$ cat config.mk
export PLATFORM = sky130hd
export DESIGN_NAME = spi_counter_sender
export DESIGN_NICKNAME = d
export VERILOG_FILES = /design/src/rtl/spi_counter_sender.sv
export SDC_FILE = /design/constraint.sdc
export NUM_CORES = 1
export LEC_CHECK = 0
export ABC_AREA = 1
export BUFFER_PORTS_ARGS = -buffer_cell sky130_fd_sc_hd__buf_2
export CORE_MARGIN = 1
export CORE_UTILIZATION = 40
export DETAILED_ROUTE_END_ITERATION = 8
export GPL_TIMING_DRIVEN = 0
export PLACE_DENSITY_LB_ADDON = 0.08
export SLEW_MARGIN = 20
export SYNTH_ARGS = -nofsm -noshare
export SYNTH_HDL_FRONTEND = slang
export SYNTH_SLANG_ARGS = --single-unit
$ cat constraint.sdc
create_clock -name clk -period 4.8 [get_ports clk]
set_input_delay 0.24 -clock clk [delete_from_list [all_inputs] [get_ports clk]]
set_output_delay 0.24 -clock clk [all_outputs]
set_load 0.01 [all_outputs]
$ cat src/rtl/spi_counter_sender.sv
// spi_counter_sender: 0..CNT_MAX tick counter that ships each new value to the display as a 2-byte SPI frame.
// Build option SPI_SENDER_FRAME_GAP_EN stretches the inter-frame ss-high gap to GAP_CYCLES cycles.
module spi_counter_sender #(
  parameter int unsigned CLK_HZ     = 100_000_000,
  parameter int unsigned TICK_HZ    = 10,
  parameter int unsigned CNT_MAX    = 9999,
  parameter int unsigned GAP_CYCLES = 16
) (
  input  logic        clk,
  input  logic        reset,
  input  logic        run,
  input  logic        clear,
  input  logic        m_ready,
  input  logic        m_done,
  output logic        m_start,
  output logic [7:0]  m_tx_data,
  output logic        ss,
  output logic [13:0] count,
  output logic        busy
);

  localparam int unsigned CNT_W = 14;
  localparam int unsigned DIV   = CLK_HZ / TICK_HZ;
  localparam int unsigned DIV_W = (DIV > 1) ? $clog2(DIV) : 1;

  if (DIV < 1 || CNT_MAX >= (1 << CNT_W) || GAP_CYCLES < 1) begin : g_bad_cfg
    $error("spi_counter_sender: invalid parameter set");
  end

  typedef enum logic [2:0] {
    IDLE, SETUP, HI_REQ, HI_WAIT, LO_REQ, LO_WAIT, GAP
  } state_t;

  state_t           state_q, state_d;
  logic [DIV_W-1:0] div_q;
  logic             tick_c;
  logic             pending_q;
  logic             leave_idle_c;
  logic [CNT_W-1:0] snap_q, snap_d;
  logic             ss_d;
  logic             m_start_d;
  logic [7:0]       tx_d;
  logic             gap_done_c;

  // Free-running tick divider
  assign tick_c = (div_q == DIV_W'(DIV - 1));

  always_ff @(posedge clk or negedge reset) begin
    if (!reset)      div_q <= '0;
    else if (tick_c) div_q <= '0;
    else             div_q <= div_q + DIV_W'(1);
  end

  // Counter and pending flag; a new event wins over the IDLE handshake so it is never lost
  always_ff @(posedge clk or negedge reset) begin
    if (!reset) begin
      count     <= '0;
      pending_q <= 1'b1;
    end else if (clear) begin
      count     <= '0;
      pending_q <= 1'b1;
    end else if (tick_c && run) begin
      count     <= (count == CNT_W'(CNT_MAX)) ? '0 : count + CNT_W'(1);
      pending_q <= 1'b1;
    end else if (leave_idle_c) begin
      pending_q <= 1'b0;
    end
  end

`ifdef SPI_SENDER_FRAME_GAP_EN
  localparam int unsigned GAP_W = GAP_CYCLES;
  logic [GAP_W-1:0] gap_q;

  always_ff @(posedge clk or negedge reset) begin
    if (!reset)              gap_q <= '0;
    else if (state_q == GAP) gap_q <= gap_q + GAP_W'(1);
    else                     gap_q <= '0;
  end

  assign gap_done_c = (gap_q == GAP_W'(GAP_CYCLES - 1));
`else
  assign gap_done_c = 1'b1;
`endif

  // Next-state and next-output logic
  always_comb begin
    state_d      = state_q;
    snap_d       = snap_q;
    ss_d         = ss;
    m_start_d    = 1'b0;
    tx_d         = m_tx_data;
    leave_idle_c = 1'b0;
    case (state_q)
      IDLE: begin
        if (pending_q) begin
          leave_idle_c = 1'b1;
          snap_d       = count;
          ss_d         = 1'b0;
          state_d      = SETUP;
        end
      end
      SETUP: state_d = HI_REQ;
      HI_REQ: begin
        if (m_ready) begin
          tx_d      = {2'b00, snap_q[13:8]};
          m_start_d = 1'b1;
          state_d   = HI_WAIT;
        end
      end
      HI_WAIT: begin
        if (m_done) state_d = LO_REQ;
      end
      LO_REQ: begin
        if (m_ready) begin
          tx_d      = snap_q[7:0];
          m_start_d = 1'b1;
          state_d   = LO_WAIT;
        end
      end
      LO_WAIT: begin
        if (m_done) begin
          ss_d    = 1'b1;
          state_d = GAP;
        end
      end
      GAP: begin
        if (gap_done_c) state_d = IDLE;
      end
      default: begin
        ss_d    = 1'b1;
        state_d = IDLE;
      end
    endcase
  end

  // State and registered outputs
  always_ff @(posedge clk or negedge reset) begin
    if (!reset) begin
      state_q   <= IDLE;
      snap_q    <= '0;
      ss        <= 1'b1;
      m_start   <= 1'b0;
      m_tx_data <= '0;
      busy      <= 1'b0;
    end else begin
      state_q   <= state_d;
      snap_q    <= snap_d;
      ss        <= ss_d;
      m_start   <= m_start_d;
      m_tx_data <= tx_d;
      busy      <= (state_d != IDLE);
    end
  end

endmodule

==> impl_metrics.py <==
metrics = {
    "run_status": {
        "status": "complete, no violations",
    },
    "synthesis": {
        "netlist_top_cells_area": "dfrtp_1 (45%), nand2_1 (17%), nor2_1 (9.0%), nand3_1 (5.6%), inv_1 (5.4%)",
        "synth_edf_count": 0,
        "post-synth-top-count-cell": "nand2_1",
        "yosysSeqAreaShare_pct": 46.79,
        "yosys_warnings": 0,
        "ys_types": 32,
        "yosysTopAreaCell": "dfrtp_1",
        "yosys-top-cells-count": "nand2_1 (163), nor2_1 (86), dfrtp_1 (65), inv_1 (52), nand3_1 (40)",
        "ys_ff_latch": 67,
        "ys_async_sr_fraction_pct": 100.0,
        "netlist_area_sq_mm": 0.003588,
        "synthCells": 496,
        "synth_nets": 504,
        "ys.flop_type": "dfrtp_1",
        "postSynthAreaPerCell_sq_um": 7.235,
        "yosysTopAreaCellShare_pct": 45.33,
    },
    "floorplan": {
        "rows": 34,
        "io_pins": 31,
        "die_h_um": 96.72,
        "initial_core_util_pct": 41.15,
        "dieWidth_um": 96.72,
        "die_area_sq_mm": 0.009354,
        "core_area_sq_mm": 0.008721,
    },
    "clock_network": {
        "tritoncts": "yes",
        "clkSinkCount": 67,
        "ctsHoldBuffers": 1,
        "post_cts_buffers": 0,
        "cts_buffers": 9,
        "cts_max_path_buffers": 2,
        "clk-insertion-delay-late_ns": 0.34,
        "clk_pin_slew_ns": 0.08,
        "htreeDepth": 3,
        "cts-root-buf": "clkbuf_8",
        "ctsResizeCount": 0,
    },
    "power": {
        "pwr-share-clk_pct": 33.6,
        "p_leak_nw": 2.042,
        "total_power_mw": 1.391,
        "power_density_mw_per_mm2": 338.7,
        "p_sw_mw": 0.4416,
        "p_sw_share_pct": 31.75,
        "seqPwrFrac_pct": 48.0,
        "combPwrFrac_pct": 18.5,
        "internal_power_mw": 0.9492,
        "irDropWorstVdd_mv": 0.1434,
    },
    "sta": {
        "clock-skew-final_ns": 0.01060,
        "period_minus_slack_ns": 1.774,
        "min_period_over_period_pct": 36.95,
        "timing.final.hold_violations": 0,
        "finalSetupViolations": 0,
        "rsz0062_at_grt": "no",
        "relSlewSlack_pct": 67.91,
        "tightest_slew_ns": 0.4813,
        "tns_ns": 0,
        "max_freq_mhz": 563.8,
        "slew_violations": 0,
        "worst_slack_ns": 3.026,
        "whs_ns": 0.1587,
    },
    "worst_setup_path": {
        "startpoint_type": "flip-flop",
        "critPathMaxFanout": 10,
        "r2r_end": "count[4]",
        "r2r_slack_ns": 3.03,
        "r2r_start": "div_q[0]",
        "critPathArrivalTime_ns": 2.01,
        "cp-end-kind": "flip-flop",
        "setup.worst_path.class": "flip-flop to flip-flop",
        "required_ns": 5.04,
        "worstRegToRegCells": 9,
    },
    "global_route": {
        "grt_max_degree": 47,
        "antenna_found_initial": 0,
        "grt_pass1_wl_mm": 14.72,
        "grt_overflow": 0,
        "grt_usage_pct": 19.66,
        "grt_pass1_vias": 3004,
    },
    "place": {
        "gp_congestion": 0.9252,
        "post_dp_cell_area_sq_mm": 0.003904,
        "preCtsSetupSlack_ns": 3.014,
        "numPortBuffers": 30,
        "dpl.hpwl_mm": 6.440,
    },
    "flow_run": {
        "cap_violations": 0,
    },
    "routing": {
        "drcViolationCount": 0,
        "ant_nets": 0,
        "routed_wl_mm": 8.552,
        "via_count": 3149,
        "drt-wirelength-per-cell_um": 13.12,
        "vias_per_cell": 4.830,
        "drt_iter0_drc": 179,
        "drt_pre_antenna_iters": 4,
    },
    "layout": {
        "num_antenna_cells": 0,
        "final_nets": 547,
        "drive_gt1_share_pct": 12.32,
        "ff_latch_area_sq_mm": 0.001679,
        "stdcell_area_sq_mm": 0.004106,
        "multi_input_area_sq_mm": 0.001649,
        "area_delta_synth_final_pct": 14.44,
        "fillCellCount": 920,
    },
    "worst_hold_path": {
        "hp-class": "input pin to flip-flop",
        "min_to": "m_tx_data[6]",
        "min-delay-start": "m_ready",
        "min_path_cells": 3,
    },
}
sequential cells by signal, indices dropped and copies added, names as in the netlist:
name / cells
state_q: 3
count: 14
busy: 1
pending_q: 1
m_tx_data: 8
ss: 1
m_start: 1
div_q: 24
snap_q: 14
stage by stage:
step	cells	utilization, %
detailed placement	635	44.76
floorplan	496	-
CTS	652	47.09
global placement	634	44.42
finish	652	47.09
global route	652	47.09
area by class of cell:
| type | count | share of cell area, % |
|---|---|---|
| plain buffers | 8 | 1.036 |
| clock buffers | 9 | 3.016 |
| clock inverters | 7 | 1.676 |
| inverters | 58 | 5.302 |
| multi-input cells | 363 | 40.16 |
| flip-flops and latches | 67 | 40.89 |
| well taps | 108 | 3.291 |
| repair buffers | 32 | 4.631 |
cells in the final DEF (no fill, tap or decap), types with 2 or more instances in the layout:
| master | n |
|---|---|
| clkinv_2 | 3 |
| clkbuf_8 | 9 |
| nor3_1 | 7 |
| nand3_1 | 40 |
| dfrtp_1 | 65 |
| buf_2 | 33 |
| o21ai_1 | 17 |
| dfstp_2 | 2 |
| inv_1 | 52 |
| xor2_1 | 11 |
| ha_1 | 2 |
| nand2_1 | 163 |
| nor2_1 | 86 |
| clkinvlp_4 | 2 |
| clkbuf_1 | 3 |
| nor2_2 | 2 |
| clkinv_1 | 2 |
| xnor2_1 | 4 |
| inv_2 | 4 |
| nor2_4 | 2 |
| nand4_1 | 8 |
| o21ai_0 | 8 |
| a21o_1 | 2 |
routing by layer:
| layer | up-vias | wire [um] | GRT usage [%] |
|---|---|---|---|
| met5 | - | 0 | 0 |
| met4 | 0 | 108 | 6.544 |
| met3 | 7 | 390 | 4.118 |
| met2 | 60 | 3408 | 26.81 |
| met1 | 1441 | 4645 | 30.59 |
| li1 | 1641 | - | - |
critical path, stage by stage (launching register included):
cell and delay, ns:
dfrtp_1 0.38, ha_1 0.25, nand2_1 0.11, nor2_4 0.15
nand3_2 0.13, nor2_4 0.16, nand3_4 0.12, buf_2 0.22
nand3_1 0.08, nand2_1 0.07
power groups by stage:
stage | logic (mW) | clock network (mW) | registers, mW
4_1_cts | 0.263 | 0.484 | 0.667
5_1_grt | 0.297 | 0.507 | 0.678
6_report | 0.257 | 0.467 | 0.667
2_1_floorplan | 0.153 | 0 | 0.687
3_5_place_dp | 0.262 | 0 | 0.678
3_3_place_gp | 0.254 | 0 | 0.676
kinds of logic (layout without fill, tap and decap cells):
group | after synthesis | after routing | share of synthesized area (%)
AND/OR/NAND/NOR | 314 | 314 | 36.61
flip-flops | 67 | 67 | 46.79
AO/OA/AOI/OAI | 32 | 32 | 4.986
buffers and inverters | 66 | 114 | 7.252
adder cells (fa/ha/maj) | 2 | 2 | 0.6972
XOR/XNOR | 15 | 15 | 3.661
worst max-delay path by stage:
| stage | startpoint | end | slack, ns | cells after the start |
|---|---|---|---|---|
| 4_1_cts | div_q[0] | count[4] | 3.01 | 9 |
| 3_5_place_dp | div_q[0] | count[6] | 3.01 | 9 |
| 3_3_place_gp | div_q[0] | count[4] | 3.02 | 9 |
| 2_1_floorplan | div_q[0] | count[7] | 3.30 | 9 |
| 5_1_grt | div_q[0] | count[12] | 2.85 | 9 |
| 6_report | div_q[0] | count[4] | 3.03 | 9 |
(Power assumes the default switching activity.)
